--- src/rtl/ws_ctrl_pkg.sv ---
// Shared types and elaboration helpers for the weight-stationary array controller.
// Counter widths and per-lane delay depths are computed here so every file agrees on them.
package ws_ctrl_pkg;

  typedef enum logic [2:0] {
    S_IDLE   = 3'd0,
    S_LOAD_W = 3'd1,
    S_STREAM = 3'd2,
    S_DRAIN  = 3'd3,
    S_DONE   = 3'd4
  } ws_ctrl_state_t;

  // Delay-line depth selectors for ws_skew_line.
  localparam int SKEW_IN    = 0;
  localparam int SKEW_OUT   = 1;
  localparam int SKEW_FIXED = 2;

  function automatic int cnt_width(input int max_val);
    int w;
    w = (max_val < 1) ? 1 : $clog2(max_val + 1);
    return w;
  endfunction

  // Input skew: row i sees i+1 registers. Output deskew: column j gets N-1-j.
  function automatic int skew_depth(input int mode, input int lane, input int lanes,
                                    input int fixed_depth);
    int d;
    case (mode)
      SKEW_IN:  d = lane + 1;
      SKEW_OUT: d = lanes - 1 - lane;
      default:  d = fixed_depth;
    endcase
    return d;
  endfunction

endpackage

--- src/rtl/ws_skew_line.sv ---
// Per-lane shift-register delay line; lane depth comes from ws_ctrl_pkg::skew_depth.
// Zero-depth lanes are plain wires.
module ws_skew_line
  import ws_ctrl_pkg::*;
#(
  parameter int W           = 8,
  parameter int LANES       = 4,
  parameter int MODE        = SKEW_IN,
  parameter int FIXED_DEPTH = 1
) (
  input  logic               clk,
  input  logic               rst,
  input  logic [LANES*W-1:0] in_data,
  output logic [LANES*W-1:0] out_data
);

  for (genvar l = 0; l < LANES; l++) begin : g_lane
    localparam int DEPTH = skew_depth(MODE, l, LANES, FIXED_DEPTH);

    if (DEPTH == 0) begin : g_wire
      assign out_data[l*W +: W] = in_data[l*W +: W];
    end else begin : g_regs
      logic [W-1:0] stage [DEPTH];

      always_ff @(posedge clk or negedge rst) begin
        if (!rst) begin
          for (int s = 0; s < DEPTH; s++) stage[s] <= '0;
        end else begin
          stage[0] <= in_data[l*W +: W];
          for (int s = 1; s < DEPTH; s++) stage[s] <= stage[s-1];
        end
      end

      assign out_data[l*W +: W] = stage[DEPTH-1];
    end
  end

endmodule

--- src/rtl/ws_array_ctrl.sv ---
// Sequencer for an NxN weight-stationary systolic array: weight load, skewed activation
// streaming, deskewed result capture. Define WS_CTRL_PERF_EN to build the perf counters.
//
// Handshakes: a transfer happens on a rising edge where valid && ready are both high;
// valid never waits on ready, and r_valid has no backpressure.
module ws_array_ctrl
  import ws_ctrl_pkg::*;
#(
  parameter int D_W   = 8,
  parameter int N     = 4,
  parameter int K_MAX = 16
) (
  input  logic                       clk,
  input  logic                       rst,
  input  logic                       start,
  input  logic [$clog2(K_MAX+1)-1:0] num_vec,
  output logic                       busy,
  output logic                       done,
  input  logic                       w_valid,
  output logic                       w_ready,
  input  logic [N*D_W-1:0]           w_data,
  input  logic                       a_valid,
  output logic                       a_ready,
  input  logic [N*D_W-1:0]           a_data,
  output logic                       r_valid,
  output logic                       r_last,
  output logic [N*2*D_W-1:0]         r_data,
  output logic                       arr_load_weight,
  output logic [N*D_W-1:0]           arr_m1,
  output logic [N*D_W-1:0]           arr_m0,
  input  logic [N*2*D_W-1:0]         arr_m2,
  output logic [31:0]                perf_active_cnt,
  output logic [31:0]                perf_bubble_cnt,
  output logic [2:0]                 dbg_state
);

  localparam int KW = cnt_width(K_MAX);
  localparam int RW = cnt_width(N);

  ws_ctrl_state_t  state;
  logic [KW-1:0]   k_reg;
  logic [KW-1:0]   k_sat;
  logic [RW-1:0]   row_cnt;
  logic [KW-1:0]   vec_cnt;
  logic [KW-1:0]   res_cnt;
  logic            w_fire;
  logic            a_fire;
  logic            last_in;
  logic [1:0]      tag_out;
  logic [N*D_W-1:0]   inject;
  logic [N*2*D_W-1:0] deskewed;

  assign k_sat   = (num_vec > KW'(K_MAX)) ? KW'(K_MAX) : num_vec;
  assign w_ready = (state == S_LOAD_W);
  assign a_ready = (state == S_STREAM) && (vec_cnt < k_reg);
  assign w_fire  = w_valid && w_ready;
  assign a_fire  = a_valid && a_ready;
  assign last_in = a_fire && (vec_cnt == k_reg - KW'(1));

  assign arr_load_weight = w_fire;
  assign arr_m1          = w_fire ? w_data : '0;
  // Non-handshake cycles push a zero column so the skew line keeps moving.
  assign inject          = a_fire ? a_data : '0;
  assign dbg_state       = state;

  always_ff @(posedge clk or negedge rst) begin
    if (!rst) begin
      state   <= S_IDLE;
      k_reg   <= '0;
      row_cnt <= '0;
      vec_cnt <= '0;
      res_cnt <= '0;
      busy    <= 1'b0;
      done    <= 1'b0;
    end else begin
      done <= 1'b0;
      if (r_valid) res_cnt <= res_cnt + KW'(1);
      case (state)
        S_IDLE: begin
          if (start) begin
            state   <= S_LOAD_W;
            k_reg   <= k_sat;
            row_cnt <= '0;
            vec_cnt <= '0;
            res_cnt <= '0;
            busy    <= 1'b1;
          end
        end
        S_LOAD_W: begin
          if (w_fire) begin
            row_cnt <= row_cnt + RW'(1);
            if (row_cnt == RW'(N - 1)) state <= (k_reg == '0) ? S_DRAIN : S_STREAM;
          end
        end
        S_STREAM: begin
          if (a_fire) begin
            vec_cnt <= vec_cnt + KW'(1);
            if (vec_cnt == k_reg - KW'(1)) state <= S_DRAIN;
          end
        end
        S_DRAIN: begin
          // Every tagged column emerges as exactly one r_valid, so counting them tells us the pipe is empty.
          if (res_cnt == k_reg) begin
            state <= S_DONE;
            done  <= 1'b1;
            busy  <= 1'b0;
          end
        end
        S_DONE:  state <= S_IDLE;
        default: state <= S_IDLE;
      endcase
    end
  end

  ws_skew_line #(
    .W(D_W), .LANES(N), .MODE(SKEW_IN), .FIXED_DEPTH(1)
  ) u_skew (
    .clk(clk), .rst(rst), .in_data(inject), .out_data(arr_m0)
  );

  ws_skew_line #(
    .W(2*D_W), .LANES(N), .MODE(SKEW_OUT), .FIXED_DEPTH(1)
  ) u_deskew (
    .clk(clk), .rst(rst), .in_data(arr_m2), .out_data(deskewed)
  );

  // Tag and last flag ride the full skew + array + deskew path length.
  ws_skew_line #(
    .W(2), .LANES(1), .MODE(SKEW_FIXED), .FIXED_DEPTH(2*N)
  ) u_tag (
    .clk(clk), .rst(rst), .in_data({last_in, a_fire}), .out_data(tag_out)
  );

  assign r_valid = tag_out[0];
  assign r_last  = tag_out[1];
  assign r_data  = r_valid ? deskewed : '0;

`ifdef WS_CTRL_PERF_EN
  logic [31:0] active_q;
  logic [31:0] bubble_q;

  always_ff @(posedge clk or negedge rst) begin
    if (!rst) begin
      active_q <= '0;
      bubble_q <= '0;
    end else if (state == S_IDLE && start) begin
      active_q <= '0;
      bubble_q <= '0;
    end else begin
      if (busy && active_q != '1) active_q <= active_q + 32'd1;
      if (state == S_STREAM && !a_fire && bubble_q != '1) bubble_q <= bubble_q + 32'd1;
    end
  end

  assign perf_active_cnt = active_q;
  assign perf_bubble_cnt = bubble_q;
`else
  assign perf_active_cnt = '0;
  assign perf_bubble_cnt = '0;
`endif

endmodule

--- config.mk ---
export PLATFORM = sky130hd
export DESIGN_NAME = ws_array_ctrl
export DESIGN_NICKNAME = d
export VERILOG_FILES = /design/src/rtl/ws_ctrl_pkg.sv /design/src/rtl/ws_skew_line.sv /design/src/rtl/ws_array_ctrl.sv
export SDC_FILE = /design/constraint.sdc
export NUM_CORES = 1
export LEC_CHECK = 0
export CORE_MARGIN = 3
export CORE_UTILIZATION = 45
export CTS_CLUSTER_DIAMETER = 200
export CTS_CLUSTER_SIZE = 10
export DETAILED_ROUTE_END_ITERATION = 7
export GPL_TIMING_DRIVEN = 1
export HOLD_SLACK_MARGIN = 0.06
export PLACE_DENSITY = 0.95
export SYNTH_ARGS = -nofsm -noshare
export SYNTH_HDL_FRONTEND = slang
export SYNTH_SLANG_ARGS = --single-unit
--- constraint.sdc ---
create_clock -name clk -period 4.5 [get_ports clk]
set_input_delay 1.35 -clock clk [delete_from_list [all_inputs] [get_ports clk]]
set_output_delay 1.35 -clock clk [all_outputs]
set_load 0.02 [all_outputs]
==> results of run 1 <==
==> worst max path at each step <==
stage	start	end	slack [ps]	depth (start not counted)
2_1_floorplan	w_valid	arr_m1[10]	1340	2
3_3_place_gp	w_valid	arr_m1[12]	350	4
3_5_place_dp	w_valid	arr_m1[12]	270	4
4_1_cts	w_valid	arr_m1[12]	260	4
5_1_grt	w_valid	arr_m1[5]	210	4
6_report	w_valid	arr_m1[12]	250	4
==> worst max-delay path: stages <==
cell             delay (ps)
clkdlybuf4s50_1         470
buf_4                   260
and3_1                  210
clkdlybuf4s50_1         610
==> cell families (layout without fill, tap and decap cells) <==
family,Yosys count,count (layout)
DFF,215,215
and+or+nand+nor,180,180
buffers and inverters,119,320
AOI/OAI and AO/OA,19,19
xor gates and xnor gates,16,16
adders and majority gates,10,10
muxes,4,4
other,1,64
==> per-stage QoR <==
stage	setup slack [ps]	cell area, sq um	utilization, %	total power, uW
final	251	10900	65.5	4750
after global routing	207	10900	65.5	5000
after CTS	255	10900	65.5	4810
after detailed placement	269	10300	61.7	3140
after global placement	346	10300	61.7	3090
after floorplan	1340	7960	-	2740
==> layout make-up <==
cell class	count	area [sq um]
tap	220	275
timing repair buffer	280	2810
sequential	215	5380
fill	1250	5760
multi-input combinational	293	1790
inverter	12	45.0
clock inverter	2	16.3
clock buffer	26	629
==> power by group through the flow <==
stage	combinational [uW]	clock [uW]	sequential (uW)
2_1_floorplan	579	0	2160
3_3_place_gp	928	0	2170
3_5_place_dp	961	0	2170
4_1_cts	966	1700	2140
5_1_grt	1060	1790	2160
6_report	960	1650	2140
==> layout by cell type, fill, tap and decap left out, types with 4 or more instances in the layout <==
cell type / Yosys / layout
dfrtp_1: 215 / 214
xor2_1: 9 / 9
nor2_1: 16 / 16
nor3_1: 5 / 5
nand3b_1: 5 / 5
nand2_1: 8 / 8
xnor2_1: 7 / 7
clkdlybuf4s50_1: 0 / 273
and3_1: 33 / 33
conb_1: 1 / 64
inv_1: 12 / 12
clkbuf_16: 0 / 25
o21ai_1: 4 / 4
and2_1: 98 / 98
buf_4: 88 / 5
ha_1: 10 / 10
==> per-layer routing <==
metal	share of wire (%)	vias to the layer above	track usage [%]
li1	-	2152	-
met1	39	2223	22.3
met2	53	169	30.0
met3	5.9	24	3.24
met4	1.6	0	4.93
met5	0	-	0
==> results.md, run 1 <==
- Via count: 4,568
- Fmax: 235 MHz
- Initial antenna violation count: 0
- Cell variety after synth: 38
- Most frequent cells after synthesis: dfrtp_1, and2_1, buf_4
- CTS root buffer: clkbuf_16
- Cell Count, Final, Fillers Out: 1,048
- Clk network pwr share: 34.7%
- Worst hold slack: 339 ps
- Share of the synthesized area in the top cell type: 69.7%
- Cts repair resizes: 0
- Internal power: 3490 uW
- P_leak: 0.00515 uW
- Die ar.: 18,800 sq um
- Worst reg2reg path startpoint: k_reg[2]
- Die Height: 137 microns
- Ys Warns: 0
- Worst Hold Class: reg2reg
- Fin crit share: 94.4%
- Initial Util: 46.2%
- RR Endpoint: vec_cnt[0]
- WL final: 16,700 microns
- Slew HR: 38.9%
- CTS tree: built
- Fin. Hold Viols: 0
- Inst Count DP: 1,020
- Row count: 47
- Setup Crit Path Kind: in2out
- Dpl hpwl: 12,100 microns
- Htree depth: 1
- Sinks on Clock Net: 215
- Async set-reset flop share out of synthesis: 100%
- Area contributors post-synth: dfrtp_1, buf_4, and2_1
- Worst Path Required: 3150 ps
- Setup_tns: 0 ps
- Multiplexer area fraction after synthesis: 0.551%
- Largest register FFs: 64
- Post-synth EDFFs: 0
- Post-synthesis sequential area ratio: 69.7%
- Io pins: 340
- CP arrival: 2900 ps
- Pwr dens: 434 nW/um^2
- Area grow syn2layout: 41.8%
- Global-route wire length before repair: 25,300 microns
- R2r setup slk: 2230 ps
- GR Overflow Total: 0
- Worst-Skew Late Latency: 500 ps
- Syn Area/Cell: 13.7 sq um
- Vias in the first global route: 4,809
- Clk_skew: 18.2 ps
- CP startpoint kind: primary input
- Setup bufs post-CTS: 0
- Drt drc: 0
- Hold path depth: 0
- Wire per inst: 15.9 microns
- Post-Synth XOR/XNOR Area: 1.82%
- Hold endpoint: u_tag.g_lane[0].g_regs.stage[2]
- Synth Area in Simple Gates: 14.4%
- Share of cells above drive strength 1: 5.19%
- Pre-antenna DRT Iters: 4
- Reg2reg path depth: 8
- Num CTS Buffers: 25
- Placer Congestion: 0.798
- Mapped Area: 7720 sq um
- Port buffer count: 275
- Sw Pwr: 1260 uW
- Status: complete, no violations
- # nets final: 975
- Setup violators final: 0
- Top FF cell, synth: dfrtp_1
- Area leader, netlist: dfrtp_1
- Post-synthesis compound-gate area fraction: 1.72%
- Adder-Cell Fraction of Synth Area: 1.62%
- Worst-path clk slew: 50 ps
- RSZ-0062 raised after global routing: no
- Avg Vias per Cell: 4.36
- Crit path time final: 4250 ps
- Tot GR Track Use: 17.3%
- MaxCap Viol Count: 0
- Hold Crit Start: u_tag.g_lane[0].g_regs.stage[4]
- Sw frac: 26.6%
- Largest net degree at the start of global routing: 129
- Worst vdd rail ir drop: 336 uV
- Top reg by flops: u_deskew.g_lane.g_regs.stage
- Final antenna diode count: 0
- #FFs+latches synth: 215
- Die Width: 137 microns
- Main combinational cell family by area after synthesis: simple AND/OR/NAND/NOR gates
- Post-Synthesis Cells: 564
- CP max FO: 35
- Post-route ant nets: 0
- Reg power frac: 45.1%
- Worst-Margin Slew: 916 ps
- Max-slew violation count: 0
- Gate power share: 20.2%
- Most numerous cell in the Yosys netlist: dfrtp_1
- CTS max path bufs: 3
- Core ar.: 16,700 sq um
- Initial DRC Count: 207
- Worst Setup End Kind: output pin
- CTS Hold Bufs: 0
No activity file was read; power rests on OpenSTA's default activity.
==> run 2, diff against run 1 <==
- ABC_CLOCK_PERIOD_IN_PS: not set -> 4500
- SLEW_MARGIN: not set -> 20
==> results of run 2 <==
Same layout as run 1: the final DEF is identical, and so are final timing and power.
